===== config.mk =====
export PLATFORM = sky130hd
export DESIGN_NAME = serial_reg_slave
export DESIGN_NICKNAME = d
export VERILOG_FILES = /design/src/rtl/serial_reg_slave.sv
export SDC_FILE = /design/constraint.sdc
export NUM_CORES = 1
export LEC_CHECK = 0
export BUFFER_PORTS_ARGS = -buffer_cell sky130_fd_sc_hd__buf_2
export CAP_MARGIN = 20
export CELL_PAD_IN_SITES_DETAIL_PLACEMENT = 0
export CELL_PAD_IN_SITES_GLOBAL_PLACEMENT = 1
export CORE_MARGIN = 4
export CORE_UTILIZATION = 40
export CTS_BUF_LIST = sky130_fd_sc_hd__clkbuf_8
export CTS_CLUSTER_DIAMETER = 150
export CTS_CLUSTER_SIZE = 28
export DETAILED_ROUTE_END_ITERATION = 6
export PLACE_DENSITY = 0.74
export SYNTH_ARGS = -nofsm -noshare
export SYNTH_HDL_FRONTEND = slang
export SYNTH_SLANG_ARGS = --single-unit

===== constraint.sdc =====
create_clock -name master_clk -period 2.15 [get_ports master_clk]
set_input_delay 0.1075 -clock master_clk [delete_from_list [all_inputs] [get_ports master_clk]]
set_output_delay 0.1075 -clock master_clk [all_outputs]
set_load 0.03 [all_outputs]

===== src/rtl/serial_reg_slave.sv =====
`default_nettype none
// ============================================================================
// Module      : serial_reg_slave
// Description : 3-wire serial register slave. It receives frames on an
//               asynchronous sclk/sen/sdi interface and runs entirely in the
//               master_clk domain.
//               Frame layout, MSB first: bit 39 = R/W (1 = read),
//               bits 38:32 = address, bits 31:0 = data.
//               An accepted write produces a one-cycle serial_strobe, together
//               with serial_addr and serial_data. A malformed frame produces a
//               one-cycle frame_error and increments a saturating counter.
// Option      : define SERIAL_READBACK_EN to enable read frames. A read frame
//               fetches readback_data and shifts it out on sdo. When the macro
//               is undefined, sdo, sdo_oe and readback_addr are tied to 0.
// Ports       : master_clk, reset_n (async, active low)
//               sen, sclk, sdi       - serial pins (asynchronous)
//               sdo, sdo_oe          - readback pin and its output enable
//               serial_addr/_data    - last accepted write
//               serial_strobe        - one-cycle write pulse
//               readback_addr/_data  - readback word select and value
//               frame_error          - one-cycle discard pulse
//               err_count            - saturating discarded-frame count
// Revision    : 1.0 - initial release
// ============================================================================
module serial_reg_slave #(
  parameter int FRAME_BITS = 40,
  parameter int ERR_CNT_W  = 8
) (
  input  logic                 master_clk,
  input  logic                 reset_n,
  input  logic                 sen,
  input  logic                 sclk,
  input  logic                 sdi,
  output logic                 sdo,
  output logic                 sdo_oe,
  output logic [6:0]           serial_addr,
  output logic [31:0]          serial_data,
  output logic                 serial_strobe,
  output logic [6:0]           readback_addr,
  input  logic [31:0]          readback_data,
  output logic                 frame_error,
  output logic [ERR_CNT_W-1:0] err_count
);

  localparam logic [5:0] CNT_FULL = 6'(FRAME_BITS);
  localparam logic [5:0] CNT_SAT  = 6'(FRAME_BITS + 1);
  localparam logic [5:0] CNT_HDR  = 6'd8;

  typedef enum logic [1:0] {
    ST_IDLE  = 2'd0,
    ST_SHIFT = 2'd1,
    ST_DONE  = 2'd2
  } state_t;

  // Synchronisers. Index 0 and 1 are the two sync flops. Index 2 is the
  // delay flop that is used for edge detection.
  logic [2:0] sen_pipe;
  logic [2:0] sclk_pipe;
  logic [1:0] sdi_pipe;

  logic       sen_rise;
  logic       sen_fall;
  logic       sclk_rise;
  logic       sdi_s;

  state_t                  state;
  logic [FRAME_BITS-1:0]   shreg;
  logic [5:0]              bit_cnt;
  logic                    sen_pending;

  always_ff @(posedge master_clk or negedge reset_n) begin
    if (!reset_n) begin
      sen_pipe  <= '0;
      sclk_pipe <= '0;
      sdi_pipe  <= '0;
    end else begin
      sen_pipe  <= {sen_pipe[1:0], sen};
      sclk_pipe <= {sclk_pipe[1:0], sclk};
      sdi_pipe  <= {sdi_pipe[0], sdi};
    end
  end

  assign sen_rise  = sen_pipe[1]  & ~sen_pipe[2];
  assign sen_fall  = ~sen_pipe[1] &  sen_pipe[2];
  assign sclk_rise = sclk_pipe[1] & ~sclk_pipe[2];
  assign sdi_s     = sdi_pipe[1];

  // Frame FSM. Write and error outputs are registered on the SHIFT->DONE
  // transition, so they are valid during the single DONE cycle. That edge is
  // the third master_clk edge after the sen pin falls.
  always_ff @(posedge master_clk or negedge reset_n) begin
    if (!reset_n) begin
      state         <= ST_IDLE;
      shreg         <= '0;
      bit_cnt       <= '0;
      sen_pending   <= 1'b0;
      serial_addr   <= '0;
      serial_data   <= '0;
      serial_strobe <= 1'b0;
      frame_error   <= 1'b0;
      err_count     <= '0;
    end else begin
      serial_strobe <= 1'b0;
      frame_error   <= 1'b0;
      case (state)
        ST_IDLE: begin
          if (sen_rise || sen_pending) begin
            state       <= ST_SHIFT;
            shreg       <= '0;
            bit_cnt     <= '0;
            sen_pending <= 1'b0;
          end
        end
        ST_SHIFT: begin
          if (sclk_rise) begin
            shreg <= {shreg[FRAME_BITS-2:0], sdi_s};
            // Stop one count past a full frame so that overlong frames
            // stay distinguishable from full frames.
            if (bit_cnt != CNT_SAT) begin
              bit_cnt <= bit_cnt + 6'd1;
            end
          end
          if (sen_fall) begin
            state <= ST_DONE;
            if (bit_cnt != CNT_FULL) begin
              frame_error <= 1'b1;
              if (err_count != {ERR_CNT_W{1'b1}}) begin
                err_count <= err_count + ERR_CNT_W'(1);
              end
            end else if (!shreg[FRAME_BITS-1]) begin
              serial_strobe <= 1'b1;
              serial_addr   <= shreg[FRAME_BITS-2 -: 7];
              serial_data   <= shreg[31:0];
            end
          end
        end
        ST_DONE: begin
          state <= ST_IDLE;
          // A sen rise that lands here would otherwise be lost, because
          // the edge pulse lasts only one cycle.
          if (sen_rise) begin
            sen_pending <= 1'b1;
          end
        end
        default: begin
          state <= ST_IDLE;
        end
      endcase
    end
  end

`ifdef SERIAL_READBACK_EN
  logic        sclk_fall;
  logic        rd_armed;
  logic        rd_load;
  logic [31:0] rd_shift;

  assign sclk_fall = ~sclk_pipe[1] & sclk_pipe[2];

  // After the header is complete, a read frame captures its address. The
  // selected word is loaded on the next cycle. The sclk fall that directly
  // follows header bit 8 is not used for shifting: the master samples bit 31
  // on rise 9.
  always_ff @(posedge master_clk or negedge reset_n) begin
    if (!reset_n) begin
      rd_armed      <= 1'b0;
      rd_load       <= 1'b0;
      rd_shift      <= '0;
      sdo_oe        <= 1'b0;
      readback_addr <= '0;
    end else begin
      rd_load <= 1'b0;
      if (state == ST_SHIFT && !sen_fall) begin
        if (!rd_armed && bit_cnt == CNT_HDR && shreg[7]) begin
          readback_addr <= shreg[6:0];
          rd_armed      <= 1'b1;
          rd_load       <= 1'b1;
          sdo_oe        <= 1'b1;
        end
        if (rd_load) begin
          rd_shift <= readback_data;
        end else if (rd_armed && sclk_fall && bit_cnt > CNT_HDR) begin
          rd_shift <= {rd_shift[30:0], 1'b0};
        end
      end else begin
        rd_armed <= 1'b0;
        rd_shift <= '0;
        sdo_oe   <= 1'b0;
      end
    end
  end

  assign sdo = rd_shift[31];
`else
  logic unused_readback;

  assign unused_readback = ^readback_data;
  assign sdo             = 1'b0;
  assign sdo_oe          = 1'b0;
  assign readback_addr   = '0;
`endif

endmodule
`default_nettype wire


==> results.json <==
{
  "status": "completed",
  "chipHeight_um": 114.2,
  "tns_ps": 0,
  "max-cap-violations": 0,
  "stdcell_count": 571,
  "detail_route.wl_per_cell_um": 14.73,
  "hold_class": "in2async",
  "r2r_setup_slack_ps": 380,
  "slowest_delay_ps": 470,
  "cts_root_buf": "clkbuf_8",
  "setup_slack_ps": 381.6,
  "dieArea_um2": 13040,
  "dp_cells": 551,
  "crit_arrival_ps": 2080,
  "ys_seq_elements": 106,
  "vias_per_cell": 4.979,
  "yosysMostFrequentCell": "dfrtp_1",
  "syn_avg_cell_area_um2": 12.19,
  "start_util": 0.4125,
  "skew_ps": 16.33,
  "design_area_um2": 5174,
  "h-tree-depth": 3,
  "yosysTopAreaCell": "dfrtp_1",
  "slew_headroom": 0.5398,
  "track_usage": 0.1380,
  "place_area_um2": 4925,
  "clk_latency_ps": 380,
  "timing.hold.ws_ps": 122.4,
  "diodes": 0,
  "cts-resized-gates": 0,
  "cts_buffers": 9,
  "ys_top_cells_by_count": "dfrtp_1, nand3_1, nand2_1, o21ai_1, mux2_4",
  "placementRows": 38,
  "fin_crit_sh": 0.8225,
  "die_w_um": 114.2,
  "crit_path_end_kind": "flop",
  "grt_antenna_before_repair": 0,
  "clkTransAtPathRegs_ps": 110,
  "max_freq_mhz": 565.5,
  "synth_top_flop_cell": "dfrtp_1",
  "async_flop_share": 1.000,
  "grt_pass1_wl_mm": 14.47,
  "setup_viol": 0,
  "nets": 467,
  "cp_max_fo": 47,
  "synth_edf_count": 0,
  "grt_pass1_vias": 2886,
  "cts_tree": "built",
  "yosys_warnings": 0,
  "drtIter0Drc": 167,
  "port-buffer-count": 53,
  "r2r-end": "bit_cnt[3]$_DFFE_PN0P_",
  "crit_chain": "nor2b_1, o21ai_4, buf_4, or4b_1, nand2_1",
  "hold_viol": 0,
  "syn-cell-area_um2": 4511,
  "worst_path_max_delay_cell": "or4b_1",
  "core_area_um2": 10940,
  "drcViolationCount": 0,
  "ys_seq_area_frac": 0.5881,
  "final_layout_size_suffix_gt1_frac": 0.2947,
  "ys_top_cells_by_area": "dfrtp_1, mux2_4, nand3_1",
  "drtPass1Iterations": 4,
  "drt-total-wl_mm": 8.410,
  "worstPathRequired_ps": 2460,
  "final_antenna_net_count": 0,
  "start_kind": "flop",
  "final_max_slew_viol_count": 0,
  "worstRegToRegCells": 5,
  "globalplace.congestion": 0.7230,
  "synth.top_cell.area_share": 0.5881,
  "io-pin-count": 95,
  "ir_worst_vdd_v": 0.0005594,
  "crit_type": "reg2reg",
  "numClockSinks": 106,
  "grt_max_degree": 62,
  "r2r-start": "sen_pipe[1]$_DFF_PN0_",
  "post-place-ws_ps": 353.7,
  "rsz0062_at_grt": "false",
  "ctsLongestPathBuffers": 2,
  "worstMarginPinSlew_ps": 690.3,
  "overflow": 0,
  "powerDensity_nw_per_um2": 857.5,
  "power.leakage_uw": 0.002626,
  "vias": 2843,
  "postSynthCellCount": 370,
  "dpl.hpwl_mm": 5.353,
  "synthDistinctLibCells": 42,
  "area_growth_pct": 14.70,
  "min_period_ps": 1768
}
[area by class of cell]
class | instances | area, µm²
well taps | 140 | 175.2
inverters | 7 | 26.28
fillers | 1039 | 5762
flip-flops and latches | 106 | 2653
multi-input cells | 234 | 1683
clock buffers | 10 | 137.6
repair buffers | 68 | 427.9
clock inverters | 6 | 71.32
[routing by layer]
| layer | wire (µm) | up-vias | track usage |
|---|---|---|---|
| met5 | 0 | - | 0 |
| met2 | 3799 | 60 | 0.2080 |
| met1 | 4124 | 1405 | 0.1966 |
| li1 | - | 1370 | - |
| met3 | 399 | 8 | 0.04175 |
| met4 | 87 | 0 | 0.03325 |
[registers in the layout, indices dropped and copies added, names as in the netlist]
register	flops
shreg	40
serial_data	32
err_count	8
serial_addr	7
bit_cnt	6
sclk_pipe	3
sen_pipe	3
sdi_pipe	2
state	2
frame_error	1
sen_pending	1
serial_strobe	1
[kinds of logic (layout without fill, tap and decap cells)]
group,count (synthesis),count (layout),synth area share
fa+ha+maj,4,4,0.01110
other cells,1,9,0.0008314
xor+xnor,5,5,0.009708
simple gates,118,118,0.1348
flops,106,106,0.5881
mux,42,42,0.1370
buf+inv,38,91,0.04799
compound gates,56,56,0.07046
[worst max path at each step]
| stage | startpoint | endpoint | slack (ps) | depth (start not counted) |
|---|---|---|---|---|
| final | sen_pipe[1]$_DFF_PN0_ | bit_cnt[3]$_DFFE_PN0P_ | 380 | 5 |
| after global routing | sen_pipe[1]$_DFF_PN0_ | shreg[20]$_DFFE_PN0P_ | 250 | 5 |
| after CTS | sen_pipe[1]$_DFF_PN0_ | shreg[29]$_DFFE_PN0P_ | 360 | 5 |
| after detailed placement | state[0]$_DFFE_PN0P_ | shreg[14]$_DFFE_PN0P_ | 350 | 5 |
| after global placement | state[0]$_DFFE_PN0P_ | shreg[29]$_DFFE_PN0P_ | 400 | 5 |
| after floorplan | err_count[3]$_DFFE_PN0P_ | err_count[1]$_DFFE_PN0P_ | 520 | 4 |
[metrics by stage]
stage / utilization / total power [µW]
floorplan: - / 2882
global placement: 0.4503 / 3162
detailed placement: 0.4503 / 3184
CTS: 0.4731 / 4500
global route: 0.4731 / 4680
finish: 0.4731 / 4436
[worst max-delay path, delay by kind of cell, from the launching register on]
| kind | cells | cell delay (ps) |
|---|---|---|
| compound gates | 1 | 120 |
| simple gates | 3 | 720 |
| buf+inv | 1 | 430 |
| flops | 1 | 410 |
[layout by cell type, fill, tap and decap left out, drive strengths merged, types with 2 or more instances in the layout]
cell type and instances:
nand2 43, o22ai 2, dlygate4sd3 4, ha 4
o2bb2ai 2, nand4 4, clkinvlp 2, buf 64
nor2b 3, inv 10, a31oi 2, xnor2 4
and3 6, clkbuf 10, nor2 4, and2 2
nand3 46, nand2b 4, conb 9, mux2 41
a21oi 4, dfrtp 106, o21ai 42
[what timing repair did]
item / in CTS / in global routing
hold endpoints to repair: 109 / 0
setup buffers: 0 / 0
hold buffers: 4 / 0
endpoints found under the setup margin: 0 / 0
[report_power, final]
part	internal, µW	switching (µW)
logic	261	663
registers	2100	121
clock network	583	713
total	2940	1500
Power figures use the tool's default switching activity.
